[src/rtl/div_seq_ctrl.sv]
// Sequential restoring divider for the ALU: one quotient bit per clock.
// Reuses a shared 8-bit subtractor; divide-by-zero short-circuits to FIN.

// 8-bit subtractor: diff = a - b (two's complement add)
module div_sub8 (
    input  logic [7:0] a,
    input  logic [7:0] b,
    output logic [7:0] diff
);
    // combinational difference
    assign diff = a + ~b + 8'd1;
endmodule

module div_seq_ctrl #(
    parameter int          WIDTH     = 8,
    parameter logic [7:0]  ZERO_QUOT = 8'hFF
) (
    input  logic             clk,
    input  logic             rst,
    input  logic             start,
    input  logic [WIDTH-1:0] dividend,
    input  logic [WIDTH-1:0] divisor,
    output logic             busy,
    output logic             done,
    output logic [WIDTH-1:0] quotient,
    output logic [WIDTH-1:0] remainder,
    output logic             div_by_zero
);
    typedef enum logic [1:0] {
        IDLE = 2'd0,
        ITER = 2'd1,
        FIN  = 2'd2
    } state_t;

    state_t           state, state_n;
    logic [2:0]       cnt, cnt_n;
    logic [WIDTH-1:0] p_q, p_n;
    logic [WIDTH-1:0] q_q, q_n;
    logic [WIDTH-1:0] dvs_q, dvs_n;
    logic [WIDTH-1:0] quot_n, rem_n;
    logic             dbz_n;
    logic [WIDTH:0]   t;
    logic [WIDTH-1:0] diff;
    logic             ge;
    logic [WIDTH-1:0] p_step, q_step;

    div_sub8 u_sub (
        .a    (t[WIDTH-1:0]),
        .b    (dvs_q),
        .diff (diff)
    );

    // one restoring step; P < divisor keeps T - divisor within 8 bits
    always_comb begin
        t      = {p_q, q_q[WIDTH-1]};
        ge     = (t >= {1'b0, dvs_q});
        p_step = ge ? diff : t[WIDTH-1:0];
        q_step = {q_q[WIDTH-2:0], ge};
    end

    // next state, datapath and result updates
    always_comb begin
        state_n = state;
        cnt_n   = cnt;
        p_n     = p_q;
        q_n     = q_q;
        dvs_n   = dvs_q;
        quot_n  = quotient;
        rem_n   = remainder;
        dbz_n   = div_by_zero;
        unique case (state)
            IDLE: begin
                if (start) begin
                    dvs_n = divisor;
                    dbz_n = 1'b0;
                    p_n   = '0;
                    q_n   = dividend;
                    if (divisor != '0) begin
                        state_n = ITER;
                        cnt_n   = 3'd7;
                    end else begin
                        state_n = FIN;
                        quot_n  = ZERO_QUOT;
                        rem_n   = dividend;
                        dbz_n   = 1'b1;
                    end
                end
            end
            ITER: begin
                p_n   = p_step;
                q_n   = q_step;
                cnt_n = cnt - 3'd1;
                if (cnt == 3'd0) begin
                    state_n = FIN;
                    quot_n  = q_step;
                    rem_n   = p_step;
                end
            end
            FIN: begin
                state_n = IDLE;
            end
            default: begin
                state_n = IDLE;
            end
        endcase
    end

    // state, datapath and registered status outputs
    always_ff @(posedge clk or posedge rst) begin
        if (rst) begin
            state       <= IDLE;
            cnt         <= '0;
            p_q         <= '0;
            q_q         <= '0;
            dvs_q       <= '0;
            quotient    <= '0;
            remainder   <= '0;
            div_by_zero <= 1'b0;
            busy        <= 1'b0;
            done        <= 1'b0;
        end else begin
            state       <= state_n;
            cnt         <= cnt_n;
            p_q         <= p_n;
            q_q         <= q_n;
            dvs_q       <= dvs_n;
            quotient    <= quot_n;
            remainder   <= rem_n;
            div_by_zero <= dbz_n;
            busy        <= (state_n != IDLE);
            done        <= (state_n == FIN);
        end
    end
endmodule

[config.mk]
export PLATFORM = sky130hd
export DESIGN_NAME = div_seq_ctrl
export DESIGN_NICKNAME = d
export VERILOG_FILES = /design/src/rtl/div_seq_ctrl.sv
export SDC_FILE = /design/constraint.sdc
export NUM_CORES = 1
export LEC_CHECK = 0
export CAP_MARGIN = 20
export CORE_MARGIN = 2
export CORE_UTILIZATION = 40
export DETAILED_ROUTE_END_ITERATION = 16
export PLACE_DENSITY_LB_ADDON = 0.05
export SLEW_MARGIN = 0
export SYNTH_ARGS = -nofsm -noshare
export SYNTH_HDL_FRONTEND = slang
export SYNTH_SLANG_ARGS = --single-unit
[constraint.sdc]
create_clock -name clk -period 5.75 [get_ports clk]
set_input_delay 0.575 -clock clk [delete_from_list [all_inputs] [get_ports clk]]
set_output_delay 0.575 -clock clk [all_outputs]
set_load 0.03 [all_outputs]
==> results_dict.tcl <==
set metrics [dict create \
    crit_path_end_kind "flip-flop" \
    synth_area_um2 2500 \
    path_max_fanout 31 \
    cts_hold_buf 0 \
    wl_per_cell_um 14.9 \
    syn2layout_area_growth_pct 21.9 \
    finClkSkew_ns 0.00467 \
    antenna_left 0 \
    fillers 586 \
    hold_viol_final 0 \
    post_cts_resized 0 \
    cp.arrival_ns 2.91 \
    rows 28 \
    synth_seq_cells 48 \
    drc_errors 0 \
    synth_edf_count 0 \
    power.density_nw_per_um2 669 \
    setup_violations 0 \
    drt_pass1_iterations 6 \
    synthesis.nets 302 \
    postPlaceCellArea_um2 2920 \
    fin_nets 338 \
    maxCapViolCount 0 \
    grt_pass1_vias 2029 \
    outcome "finished, final reports clean" \
    die_w_um 83.1 \
    fin_ws_ns 3.04 \
    cts_made_buffers 5 \
    place_ws_ns 2.71 \
    worst-setup-path-type "input pin to flip-flop" \
    port_buffers 37 \
    antenna_found_initial 0 \
    core_um2 5990 \
    synthArstFlopShare_pct 100 \
    drive_above_1_share_pct 7.12 \
    fin_hold_ws_ns 0.473 \
    ys_types 45 \
    synth_top_flop_cell "dfrtp_1" \
    start_util_pct 41.8 \
    min_period_ns 2.71 \
    grt_max_degree 49 \
    netlist_instances 272 \
    p_leak_nw 1.35 \
    n_antenna_cell 0 \
    relSlewSlack_pct 34.1 \
    avgSynthCellArea_um2 9.20 \
    min_path_type "input pin to asynchronous set/reset pin" \
    routed_via_density 5.28 \
    worst_setup_path_start_kind "input pin" \
    slew_violations 0 \
    grt_pass1_wl_mm 9.78 \
    postCtsSetupRepairBufs 0 \
    max-vdd-ir-drop_v 0.000267 \
    drt_iter0_drc 122 \
    vias 2027 \
    setup_tns_ns 0 \
    clock_sinks 48 \
    cts_max_path_buffers 2 \
    rsz0062_at_grt "false" \
    cp.required_ns 5.95 \
    yosysSeqAreaShare_pct 48.0 \
    insertion_delay_ns 0.30 \
    finalInstanceArea_um2 3050 \
    post-route-period-util_pct 47.1 \
    wirelength_mm 5.71 \
    dp_hpwl_mm 4.03 \
    track_usage_pct 17.4 \
    grt_overflow 0 \
    ctsRootBufferMaster "clkbuf_8" \
    yosysWarnings 0 \
    chipHeight_um 83.1 \
    h-tree-depth 2 \
    io_pins 38 \
    fin_util_pct 50.9 \
    path_clk_slew_ns 0.09 \
    worstMarginPinSlew_ns 0.985 \
    place_congestion 0.762 \
    tritoncts "done" \
    dieArea_um2 6900 \
    max_freq_ghz 0.369 \
]
-- synthesized netlist by cell type, types with 2 or more instances --
cell,n,area share (%)
a21o_1,5,1.5
a21oi_1,24,4.8
a31oi_1,6,1.5
and2_1,2,0.50
buf_2,2,0.40
buf_6,2,0.90
clkbuf_1,7,1.1
dfrtp_1,48,48
ha_1,10,5.0
inv_1,19,2.9
mux2_2,6,2.7
mux2i_1,7,2.8
nand2_1,41,6.2
nand2b_1,8,2.0
nand3_1,4,0.80
nor2_1,26,3.9
nor2b_1,2,0.50
nor3_1,3,0.60
nor4_1,3,0.75
o21ai_0,21,4.2
xor2_1,2,0.70
-- metrics by stage --
step / std cells / power (W)
after floorplan: 272 / 0.00147
after global placement: 375 / 0.00179
after global routing: 384 / 0.00222
after detailed placement: 375 / 0.00180
after CTS: 383 / 0.00206
final: 384 / 0.00204
-- cell type report --
type                    instances  area [um^2]  share of cell area (%)
inverters                      19         71.3                    2.34
clock buffers                   6         72.6                    2.38
flip-flops and latches         48         1200                    39.4
multi-input cells             193         1160                    38.1
clock inverters                 2         35.0                    1.15
well taps                      75         93.8                    3.08
repair buffers                 41          413                    13.5
-- power by group --
group / leakage [nW] / switching [W] / internal, W
combinational: 0.725 / 0.000689 / 0.000510
clock: 0.0552 / 0.000116 / 0.000129
sequential: 0.566 / 0.000101 / 0.000495
total: 1.35 / 0.000905 / 0.00113
-- final timing paths --
kind | startpoint | endpoint | slack, ns | cells after the start
max | divisor[1] | remainder[6] | 3.04 | 7
min | rst | p_q[3] | 0.47 | 2
max reg2reg | q_q[7] | p_q[6] | 3.18 | 9
max in group asynchronous | rst | q_q[6] | 4.81 | 3
min reg2reg | q_q[7] | q_q[7] | 0.49 | 2
min in group clk | q_q[7] | q_q[7] | 0.49 | 2
-- cells by family (layout without fill, tap and decap cells) --
logic type | count (synthesis) | count (layout) | synth area share [%]
buffers and inverters | 31 | 68 | 5.50
flip-flops | 48 | 48 | 48.0
AO/OA/AOI/OAI | 72 | 72 | 17.7
XOR/XNOR | 2 | 2 | 0.700
multiplexers | 13 | 13 | 5.50
adder cells (fa/ha/maj) | 11 | 11 | 5.80
AND/OR/NAND/NOR | 95 | 95 | 16.9
-- cells in the final DEF, fill, tap and decap left out, types with 2 or more instances in the layout --
cell type and count:
a21oi_1 24, nor4_1 3, o21ai_0 21, nor2b_1 2, nor3_1 3, and2_1 2, ha_1 10, dfrtp_1 48
inv_1 18, a31oi_1 6, clkdlybuf4s50_1 37, buf_4 3, xor2_1 2, nand2b_1 8, a21o_1 5, mux2_2 6
nor2_1 26, nand3_1 4, nand2_1 41, mux2i_1 7, clkbuf_8 5
-- sequential cells by signal, indices dropped and copies added (netlist names) --
register / flops
dvs_q: 8
cnt: 3
done: 1
q_q: 8
div_by_zero: 1
quotient: 8
p_q: 8
state: 2
remainder: 8
busy: 1
-- critical path, stage by stage --
cell             delay, ns
clkdlybuf4s50_1       0.43
nor4_1                0.37
nand2_1               0.26
or2_4                 0.31
a21oi_4               0.59
nand2_2               0.14
o21a_1                0.21
-- routing by layer --
layer / vias up / track usage, % / part of all wire (%)
met5: - / 0 / 0
met4: 0 / 6.26 / 2.2
met3: 12 / 3.68 / 3.6
met2: 45 / 26.8 / 45
met1: 963 / 24.2 / 49
li1: 1007 / - / -
No activity file was read; power rests on OpenSTA's default activity.
